**config.mk**
```make
export PLATFORM = sky130hd
export DESIGN_NAME = uart_rx_flat
export DESIGN_NICKNAME = d
export VERILOG_FILES = /design/src/rtl/uart_rx_pkg.sv /design/src/rtl/uart_rx_if.sv /design/src/rtl/uart_rx_sync_2ff.sv /design/src/rtl/uart_rx.sv /design/src/flat_wrapper.sv
export SDC_FILE = /design/constraint.sdc
export NUM_CORES = 1
export LEC_CHECK = 0
export BUFFER_PORTS_ARGS = -buffer_cell sky130_fd_sc_hd__clkbuf_2
export CORE_MARGIN = 2
export CORE_UTILIZATION = 32
export CTS_BUF_LIST = sky130_fd_sc_hd__clkbuf_8
export DETAILED_ROUTE_END_ITERATION = 8
export GPL_TIMING_DRIVEN = 0
export SYNTH_ARGS = -nofsm -noshare
export SYNTH_HDL_FRONTEND = slang
export SYNTH_HIERARCHICAL = 1
export SYNTH_SLANG_ARGS = --single-unit
export TNS_END_PERCENT = 20
```
**constraint.sdc**
```tcl
create_clock -name clk -period 4.9 [get_ports clk]
set_input_delay 0.735 -clock clk [delete_from_list [all_inputs] [get_ports clk]]
set_output_delay 0.735 -clock clk [all_outputs]
set_load 0.005 [all_outputs]
```
**src/rtl/uart_rx_pkg.sv**
```systemverilog
// Shared definitions for the UART receiver: state encoding, data width and
// the default oversampling ratio.
package uart_rx_pkg;

    localparam int UART_DATA_W      = 8;
    localparam int DEF_CLKS_PER_BIT = 16;

    typedef enum logic [2:0] {
        ST_IDLE   = 3'd0,
        ST_START  = 3'd1,
        ST_DATA   = 3'd2,
        ST_PARITY = 3'd3,
        ST_STOP   = 3'd4
    } state_t;

endpackage

```
**src/rtl/uart_rx_if.sv**
```systemverilog
// Parallel byte-side port of the UART receiver. The receiver drives the
// master modport, the byte consumer uses the slave modport. valid,
// frame_err and parity_err are single-cycle strobes with no back-pressure:
// the consumer must take data_out in the cycle valid is high. state is a
// read-only view of the receiver FSM. parity_err exists only when
// UART_RX_PARITY_EN is defined.
interface uart_rx_if;
    import uart_rx_pkg::*;

    logic [UART_DATA_W-1:0] data_out;
    logic                   valid;
    logic                   frame_err;
    logic                   busy;
`ifdef UART_RX_PARITY_EN
    logic                   parity_err;
`endif
    state_t                 state;

`ifdef UART_RX_PARITY_EN
    modport master (output data_out, valid, frame_err, busy, parity_err, state);
    modport slave  (input  data_out, valid, frame_err, busy, parity_err, state);
`else
    modport master (output data_out, valid, frame_err, busy, state);
    modport slave  (input  data_out, valid, frame_err, busy, state);
`endif

endinterface

```
**src/rtl/uart_rx_sync_2ff.sv**
```systemverilog
// Two-flop synchronizer for a single asynchronous input. RST_VAL sets the
// value both flops take in reset so the output matches the line's idle level.
module sync_2ff #(
    parameter logic RST_VAL = 1'b1
) (
    input  logic clk,
    input  logic rst_n,
    input  logic d,
    output logic q
);

    logic meta;

    // Two back-to-back flops resolve metastability before q is used
    always_ff @(posedge clk or negedge rst_n) begin
        if (!rst_n) begin
            meta <= RST_VAL;
            q    <= RST_VAL;
        end else begin
            meta <= d;
            q    <= meta;
        end
    end

endmodule

```
**src/rtl/uart_rx.sv**
```systemverilog
// UART receiver, 8 data bits LSB first, one stop bit. The line is
// oversampled at CLKS_PER_BIT clocks per bit, the start bit is confirmed at
// its middle and every later bit is sampled one bit time after that.
// Optional feature: define UART_RX_PARITY_EN for 8E1 (even parity bit
// between data and stop, parity_err strobe on mismatch).
module uart_rx
    import uart_rx_pkg::*;
#(
    parameter int CLKS_PER_BIT = DEF_CLKS_PER_BIT
) (
    input  logic      clk,
    input  logic      rst_n,
    input  logic      rx,
    uart_rx_if.master bus
);

    localparam int            TW       = $clog2(CLKS_PER_BIT);
    localparam logic [TW-1:0] TICK_MID = TW'(CLKS_PER_BIT / 2 - 1);
    localparam logic [TW-1:0] TICK_END = TW'(CLKS_PER_BIT - 1);

    logic                   rx_s;
    state_t                 state, state_nx;
    logic [TW-1:0]          tick, tick_nx;
    logic [2:0]             bitcnt, bitcnt_nx;
    logic [UART_DATA_W-1:0] shreg, shreg_nx;
    logic [UART_DATA_W-1:0] data_q, data_nx;
    logic                   valid_q, valid_nx;
    logic                   ferr_q, ferr_nx;
`ifdef UART_RX_PARITY_EN
    logic                   par_bit, par_nx;
    logic                   perr_q, perr_nx;
`endif

    sync_2ff #(.RST_VAL(1'b1)) u_sync_rx (
        .clk   (clk),
        .rst_n (rst_n),
        .d     (rx),
        .q     (rx_s)
    );

    // State, counters, shift register and registered output strobes
    always_ff @(posedge clk or negedge rst_n) begin
        if (!rst_n) begin
            state   <= ST_IDLE;
            tick    <= '0;
            bitcnt  <= '0;
            shreg   <= '0;
            data_q  <= '0;
            valid_q <= 1'b0;
            ferr_q  <= 1'b0;
`ifdef UART_RX_PARITY_EN
            par_bit <= 1'b0;
            perr_q  <= 1'b0;
`endif
        end else begin
            state   <= state_nx;
            tick    <= tick_nx;
            bitcnt  <= bitcnt_nx;
            shreg   <= shreg_nx;
            data_q  <= data_nx;
            valid_q <= valid_nx;
            ferr_q  <= ferr_nx;
`ifdef UART_RX_PARITY_EN
            par_bit <= par_nx;
            perr_q  <= perr_nx;
`endif
        end
    end

    // Next-state logic: tick counts clocks inside a bit, sampling happens
    // when it reaches the bit middle (start) or one full bit later (others)
    always_comb begin
        state_nx  = state;
        tick_nx   = tick + TW'(1);
        bitcnt_nx = bitcnt;
        shreg_nx  = shreg;
        data_nx   = data_q;
        valid_nx  = 1'b0;
        ferr_nx   = 1'b0;
`ifdef UART_RX_PARITY_EN
        par_nx    = par_bit;
        perr_nx   = 1'b0;
`endif
        case (state)
            ST_IDLE: begin
                tick_nx = '0;
                if (!rx_s) state_nx = ST_START;
            end
            ST_START: begin
                if (tick == TICK_MID) begin
                    tick_nx   = '0;
                    bitcnt_nx = '0;
                    // A high line at mid start bit was only a glitch
                    state_nx  = rx_s ? ST_IDLE : ST_DATA;
                end
            end
            ST_DATA: begin
                if (tick == TICK_END) begin
                    tick_nx          = '0;
                    shreg_nx[bitcnt] = rx_s;
                    bitcnt_nx        = bitcnt + 3'd1;
                    if (bitcnt == 3'd7) begin
`ifdef UART_RX_PARITY_EN
                        state_nx = ST_PARITY;
`else
                        state_nx = ST_STOP;
`endif
                    end
                end
            end
`ifdef UART_RX_PARITY_EN
            ST_PARITY: begin
                if (tick == TICK_END) begin
                    tick_nx  = '0;
                    par_nx   = rx_s;
                    state_nx = ST_STOP;
                end
            end
`endif
            ST_STOP: begin
                if (tick == TICK_END) begin
                    tick_nx  = '0;
                    // Back to IDLE right at mid stop bit so a following
                    // start edge with no idle gap is caught in time
                    state_nx = ST_IDLE;
                    if (!rx_s) begin
                        ferr_nx = 1'b1;
`ifdef UART_RX_PARITY_EN
                    end else if (par_bit != ^shreg) begin
                        perr_nx = 1'b1;
`endif
                    end else begin
                        valid_nx = 1'b1;
                        data_nx  = shreg;
                    end
                end
            end
            default: begin
                state_nx = ST_IDLE;
            end
        endcase
    end

    assign bus.data_out  = data_q;
    assign bus.valid     = valid_q;
    assign bus.frame_err = ferr_q;
    assign bus.busy      = (state != ST_IDLE);
    assign bus.state     = state;
`ifdef UART_RX_PARITY_EN
    assign bus.parity_err = perr_q;
`endif

endmodule
```
**src/flat_wrapper.sv**
```systemverilog
// flat-port wrapper written by rule: the top's interface ports become plain ports
module uart_rx_flat import uart_rx_pkg::*;
#(
    parameter int CLKS_PER_BIT = DEF_CLKS_PER_BIT
)
  (clk, rst_n, rx, bus_data_out, bus_valid, bus_frame_err, bus_busy, bus_state);
  uart_rx_if bus_i ();
  input  logic clk;
  input  logic rst_n;
  input  logic rx;
  output wire logic [$bits(bus_i.data_out)-1:0] bus_data_out;
  output wire logic [$bits(bus_i.valid)-1:0] bus_valid;
  output wire logic [$bits(bus_i.frame_err)-1:0] bus_frame_err;
  output wire logic [$bits(bus_i.busy)-1:0] bus_busy;
  output wire logic [$bits(bus_i.state)-1:0] bus_state;
  assign bus_data_out = bus_i.data_out;
  assign bus_valid = bus_i.valid;
  assign bus_frame_err = bus_i.frame_err;
  assign bus_busy = bus_i.busy;
  assign bus_state = bus_i.state;
  uart_rx #(.CLKS_PER_BIT(CLKS_PER_BIT)) u_core (.clk(clk), .rst_n(rst_n), .rx(rx), .bus(bus_i));
endmodule
```
* Yosys cells after proc, flatten, opt, wreduce, memory -nomap -nowiden
Index checks and enable logic that the tools add are counted.
** Storage, ports and cells
- Flip-flop bits (word level) :: 30
- Input port bits :: 3
- Output and inout bits :: 14
- Word-level logic and storage cells :: 55
** Cells by class
- $add $sub $neg :: 2
- Magnitude comparators :: 2
- Equality and inequality tests :: 11
- Mux-type cells :: 22
- Reductions and logical operators :: 9
** Operators by type and width (count)
- $mux W3 :: 7
- $pmux W3 S4 :: 1
- $pmux W4 S3 :: 1
- $bwmux W8 :: 1
- $mux W4 :: 2
- $ne A2 B1 Y1 const B :: 4
- $mux W1 :: 7
- $eq A3 B3 Y1 const B :: 2
- $pmux W3 S2 :: 1
- $reduce_and A3 Y1 :: 2
- $reduce_and A5 Y1 :: 1
- $add A4 B1 Y4 const B :: 1
- $eq A4 B3 Y1 const B :: 1
- $eq A4 B4 Y1 const B :: 1
- $lt A3 B4 Y1 const B :: 1
- $add A3 B1 Y3 const B :: 1
- $demux W1 S3 :: 1
- $eq A3 B1 Y1 const B :: 1
- $eq A3 B2 Y1 const B :: 1
- $ge A3 B1 Y1 const B :: 1
- $logic_not A3 Y1 :: 1
- $reduce_bool A3 Y1 :: 1
- $mux W2 :: 1
- $ne A2 B2 Y1 const B :: 1
- 4 further kinds :: 4

* Longest topological paths before layout
- Depth in word-level cells :: 5
- Gate-level depth with buffers :: 5
- Depth with buffers taken out :: 4

* By module
Netlist, hierarchy kept.
** By module, submodules not included
- uart_rx :: instances 1, cells each 107, area an instance 1336.3 um^2, seq. area each 700.7 um^2
- sync_2ff :: instances 1, cells each 2, area an instance 52.6 um^2, seq. area each 52.6 um^2

* Worst setup path before layout
OpenSTA, ideal clock, no wires.
- Kind :: flip-flop to flip-flop
- From :: register u_core.tick[0]
- To :: register u_core.data_q[0] (netlist: u_core/bus.data_out[0])
- Setup time :: 125 ps
- Arrival time :: 1646 ps
- Required time :: 4775 ps
- Slack :: 3129 ps
- Stages on the path, launching flop included :: 6
- Buffers on the path :: 1
- Clock period less this slack :: 1771 ps
- Cell sequence :: dfrtp_1 -> ha_1 -> nand3_2 -> or4_4 -> buf_6 -> mux2_4
** On the way
- Cells in the longest elaborated chain, start to end :: 2
** RTL lines
- start, declared :: line uart_rx.sv:23 : logic [TW-1:0] tick, tick_nx;
- start signal, assigned :: line uart_rx.sv:57 : tick <= tick_nx;
- $eq A4 B4 Y1 :: line uart_rx.sv:121 : if (tick == TICK_END) begin
- $reduce_and A3 Y1 (no line)
- end signal, assigned :: line uart_rx.sv:60 : data_q <= data_nx;
- end, declared :: line uart_rx.sv:26 : logic [UART_DATA_W-1:0] data_q, data_nx;
No other way between the ends.
A chain may end at the register's enable or synchronous reset.

* Worst setup path in the final report
- From :: register u_core.state[0] (netlist: u_core/bus.state[0])
- To :: output port bus_busy
** On the way
- Cells in the longest elaborated chain, start to end :: 1
** RTL lines
- start, declared :: line uart_rx.sv:22 : state_t state, state_nx;
- start signal, assigned :: line uart_rx.sv:56 : state <= state_nx;
- $reduce_bool A3 Y1 :: line uart_rx.sv:147 : assign bus.busy = (state != ST_IDLE);
- end, declared :: line flat_wrapper.sv:14 : output wire logic [$bits(bus_i.busy)-1:0] bus_busy;
No other way between the ends.

==> flow_summary.html <==
<table>
<tr><th>Metric</th><th>Value</th></tr>
<tr><th colspan="2">Synth</th></tr>
<tr><td>Number of standard cells after synthesis</td><td>109</td></tr>
<tr><td>Number of warnings printed during yosys synthesis</td><td>6</td></tr>
<tr><td>Most used DFF post-synth</td><td>sky130_fd_sc_hd__dfrtp_1</td></tr>
<tr><td>Per-instance average area after synthesis</td><td>12.7 µm²</td></tr>
<tr><td>Syn_nets</td><td>approximately 120</td></tr>
<tr><td>Cell area after synthesis</td><td>1390 µm²</td></tr>
<tr><td>Number of different library cells in the post-synthesis netlist</td><td>35</td></tr>
<tr><td>Share of async-settable or async-resettable flops after synthesis</td><td>1.00</td></tr>
<tr><td>Number of enable-type register cells in the synthesized netlist</td><td>0</td></tr>
<tr><td>Flop and latch count out of synthesis</td><td>30</td></tr>
<tr><td>Sequential share of the synthesized area</td><td>0.542</td></tr>
<tr><th colspan="2">Routing</th></tr>
<tr><td>Wire length reported by the detailed router</td><td>2.54 mm</td></tr>
<tr><td>Routed wire per std cell</td><td>between 10 and 15 µm</td></tr>
<tr><td>Residual antenna-violating net count after detailed routing</td><td>0</td></tr>
<tr><td>Number of DRC markers after the initial detailed-route iteration</td><td>53</td></tr>
<tr><td>Overall via count from detail_route</td><td>~930</td></tr>
<tr><td>Vias/cell</td><td>between 5 and 6</td></tr>
<tr><td>Drt pass-1 iters</td><td>4</td></tr>
<tr><td>Final routed DRC violation total</td><td>0</td></tr>
<tr><th colspan="2">Hold path</th></tr>
<tr><td>Worst Hold Class</td><td>reg -&gt; reg</td></tr>
<tr><th colspan="2">STA</th></tr>
<tr><td>Setup clock skew after layout</td><td>approximately 7.6 ps</td></tr>
<tr><td>Final Hold Vio Count</td><td>0</td></tr>
<tr><td>Period utilization</td><td>0.451</td></tr>
<tr><td>Highest clock frequency the design can meet</td><td>roughly 450 MHz</td></tr>
<tr><td>Slew of the pin with the lowest slew margin</td><td>about 750 ps</td></tr>
<tr><td>Setup repair after global routing missed its margin</td><td>false</td></tr>
<tr><td>Finish-stage setup viols</td><td>0</td></tr>
<tr><td>Max-slew violation count</td><td>0</td></tr>
<tr><td>Summed negative setup slack over all endpoints</td><td>0 ps</td></tr>
<tr><td>Final critical-path required period</td><td>2210 ps</td></tr>
<tr><td>Headroom to the max-slew limit</td><td>0.501</td></tr>
<tr><th colspan="2">Layout</th></tr>
<tr><td>Fraction of layout instances using a drive strength above 1</td><td>0.391</td></tr>
<tr><td>Area growth, synth to finish</td><td>17.1%</td></tr>
<tr><td>Nets@finish</td><td>between 100 and 150</td></tr>
<tr><td>Inserted Diodes</td><td>0</td></tr>
<tr><td>Layout Cell Area excl Fill</td><td>~1600 µm²</td></tr>
<tr><th colspan="2">Floorplan</th></tr>
<tr><td>Count of pins on the block boundary</td><td>17</td></tr>
<tr><td>Chip height</td><td>approximately 70 µm</td></tr>
<tr><td>Starting Density</td><td>0.340</td></tr>
<tr><td>Die X</td><td>approximately 70 µm</td></tr>
<tr><td>Site Rows</td><td>23</td></tr>
<tr><td>Standard cell core area</td><td>between 4000 and 5000 µm²</td></tr>
<tr><td>Area of the die</td><td>between 4000 and 5000 µm²</td></tr>
<tr><th colspan="2">Clock network</th></tr>
<tr><td>Clock root buffer</td><td>sky130_fd_sc_hd__clkbuf_8</td></tr>
<tr><td>Post-cts repair resize count</td><td>0</td></tr>
<tr><td>Clock buffers created by TritonCTS</td><td>5</td></tr>
<tr><td>Clock tree from TritonCTS</td><td>built</td></tr>
<tr><td>Maximum root-to-sink buffer count</td><td>2</td></tr>
<tr><td>Number of hold buffers added after cts</td><td>0</td></tr>
<tr><td>Clk slew on worst S/H paths</td><td>approximately 60 ps</td></tr>
<tr><td>Number of sinks driven by the clock tree</td><td>30</td></tr>
<tr><td>Clock latency on the worst-skew pair</td><td>280 ps</td></tr>
<tr><td>Number of H-tree branching levels</td><td>2</td></tr>
<tr><td>Number of setup buffers added after CTS</td><td>0</td></tr>
<tr><th colspan="2">Power and ir drop</th></tr>
<tr><td>Post-layout total power</td><td>roughly 0.60 mW</td></tr>
<tr><td>Static leakage power</td><td>0.792 nW</td></tr>
<tr><td>Worst vdd ir</td><td>about 110 µV</td></tr>
<tr><td>Power per Cell Area</td><td>371 nW/µm²</td></tr>
<tr><th colspan="2">Setup path</th></tr>
<tr><td>Highest-delay cell along the critical path</td><td>sky130_fd_sc_hd__dfrtp_1</td></tr>
<tr><td>Worst path bufs/invs</td><td>2</td></tr>
<tr><td>Critical path peak fanout</td><td>10</td></tr>
<tr><td>Top delay family on crit path</td><td>flip-flops</td></tr>
<tr><td>Setup crit end kind</td><td>output pin</td></tr>
<tr><td>Arrival time at the worst endpoint</td><td>between 1000 and 1500 ps</td></tr>
<tr><td>Critical setup path kind</td><td>reg -&gt; out</td></tr>
<tr><td>Cell breakdown of the critical path</td><td>clkbuf_1, or3_1, clkbuf_2</td></tr>
<tr><td>Crit start category</td><td>flip-flop</td></tr>
<tr><td>Required time reported for the critical path endpoint</td><td>around 4200 ps</td></tr>
<tr><td>Delay contributed by the slowest stage of the critical path</td><td>about 430 ps</td></tr>
<tr><th colspan="2">Status</th></tr>
<tr><td>Outcome</td><td>complete, no violations</td></tr>
<tr><th colspan="2">Place</th></tr>
<tr><td>Cell area reported after detailed placement</td><td>about 1500 µm²</td></tr>
<tr><td>Final weighted congestion of routability-driven global placement</td><td>0.812</td></tr>
<tr><td>Detailed placer's ending HPWL</td><td>around 1.7 mm</td></tr>
<tr><td>Number of buffers inserted by port buffering</td><td>16</td></tr>
<tr><th colspan="2">Global routing</th></tr>
<tr><td>GRT Resource Usage Total</td><td>0.116</td></tr>
<tr><td>Overflow left after global routing</td><td>0</td></tr>
<tr><td>Vias in the first global route</td><td>just under 1000</td></tr>
<tr><td>Global-route wire length before repair</td><td>4.43 mm</td></tr>
<tr><td>Number of antenna violations at the first check in global routing</td><td>0</td></tr>
<tr><td>Largest net degree at the start of global routing</td><td>31</td></tr>
<tr><th colspan="2">Flow run</th></tr>
<tr><td>Count of maximum capacitance violations</td><td>0</td></tr>
</table>
==> state kept, by name, indices dropped and copies added, names as in the netlist <==
signal                 count
u_core/bus.data_out        8
u_core/shreg               8
u_core/bitcnt              3
u_core/u_sync_rx/meta      1
u_core/bus.frame_err       1
u_core/bus.valid           1
u_core/bus.state           3
u_core/tick                4
u_core/u_sync_rx/q         1
==> synth_stat cells (2+ instances only) <==
master                     count  area (µm²)
sky130_fd_sc_hd__nand4b_1      2        17.5
sky130_fd_sc_hd__nor4_1        3        18.8
sky130_fd_sc_hd__inv_1         3        11.3
sky130_fd_sc_hd__nand2_1       2        7.51
sky130_fd_sc_hd__nor3b_1       2        15.0
sky130_fd_sc_hd__a22o_1        3        26.3
sky130_fd_sc_hd__buf_2         3        15.0
sky130_fd_sc_hd__nor3_1        4        20.0
sky130_fd_sc_hd__dfstp_2       2        52.6
sky130_fd_sc_hd__mux2_4        8         120
sky130_fd_sc_hd__ha_1          3        37.5
sky130_fd_sc_hd__nand2b_1      2        12.5
sky130_fd_sc_hd__xor2_1        2        17.5
sky130_fd_sc_hd__nand3b_1      3        22.5
sky130_fd_sc_hd__nor2_1        3        11.3
sky130_fd_sc_hd__clkbuf_1      6        22.5
sky130_fd_sc_hd__mux2_2        8        90.1
sky130_fd_sc_hd__nand4_1       2        12.5
sky130_fd_sc_hd__nand3_1       3        15.0
sky130_fd_sc_hd__a21oi_1       3        15.0
sky130_fd_sc_hd__dfrtp_1      28         701
==> kinds of logic after synthesis <==
| group | Yosys count | synth area share |
|---|---|---|
| AO/OA/AOI/OAI | 10 | 0.0559 |
| multiplexers | 16 | 0.151 |
| AND/OR/NAND/NOR | 35 | 0.168 |
| buffers and inverters | 13 | 0.0432 |
| adder cells (fa/ha/maj) | 3 | 0.0270 |
| flip-flops | 30 | 0.542 |
| XOR/XNOR | 2 | 0.0126 |
==> final cells by class <==
type	instances	area (µm²)
sequential	30	753
clock inverter	2	12.5
tap	50	62.6
timing repair buffer	16	80.1
fill	415	2460
clock buffer	6	82.6
inverter	3	11.3
multi-input combinational	66	576
buffer	10	48.8
==> layout by cell type (no fill, tap or decap), drive strengths merged, types with 2 or more instances in the layout <==
cell,Yosys,routed
dfrtp,28,28
clkbuf,6,28
mux2,16,16
nor3,4,4
buf,4,4
nand3,4,4
nand3b,3,3
inv,3,3
nor4,3,3
nor2,3,3
a21oi,3,3
a22o,3,3
ha,3,3
nand4b,2,2
nor3b,2,2
xor2,2,2
nand2b,2,2
nand4,2,2
nand2,2,2
dfstp,2,2
==> path summary, 6_finish.rpt <==
| kind | depth (start not counted) | to | startpoint | slack, ps |
|---|---|---|---|---|
| worst max-delay path | 3 | bus_busy | u_core/bus.state[0] | 2690 |
| worst min-delay path | 0 | u_core/u_sync_rx/q | u_core/u_sync_rx/meta | 360 |
| worst max register to register | 5 | u_core/bus.data_out[7] | u_core/tick[0] | 2980 |
| worst min register to register | 0 | u_core/u_sync_rx/q | u_core/u_sync_rx/meta | 360 |
| max in group asynchronous | 1 | u_core/shreg[6] | rst_n | 3910 |
| min in group asynchronous | 1 | u_core/tick[1] | rst_n | 510 |
==> worst register-to-register path, cell delays in order, from the launching register on <==
cell,delay (ps)
sky130_fd_sc_hd__dfrtp_1,370
sky130_fd_sc_hd__ha_1,320
sky130_fd_sc_hd__nand3_2,150
sky130_fd_sc_hd__or4_4,500
sky130_fd_sc_hd__buf_6,170
sky130_fd_sc_hd__mux2_4,300
==> power breakdown <==
group | internal [mW] | switching, mW | total [mW] | leakage [nW]
registers | 0.269 | 0.0136 | 0.283 | 0.404
logic | 0.0506 | 0.0654 | 0.116 | 0.341
clock network | 0.113 | 0.0913 | 0.204 | 0.0472
total | 0.432 | 0.170 | 0.603 | 0.792
==> stage by stage <==
stage,std cells,utilization,worst slack (ps),hold slack (ps)
finish,183,0.398,2690,355
global route,183,0.398,2610,366
CTS,183,0.398,2670,357
detailed placement,175,0.375,2990,347
global placement,175,0.375,2990,345
floorplan,109,-,3130,345
==> layer usage <==
layer | part of all wire | routed length (µm) | vias to the layer above | track usage
li1 | - | - | 440 | -
met1 | 0.44 | 1130 | 469 | 0.137
met4 | 0.018 | 47 | 0 | 0.0577
met2 | 0.49 | 1260 | 18 | 0.186
met5 | 0 | 0 | - | 0
met3 | 0.042 | 106 | 6 | 0.0433
No activity file was read; power rests on OpenSTA's default activity.
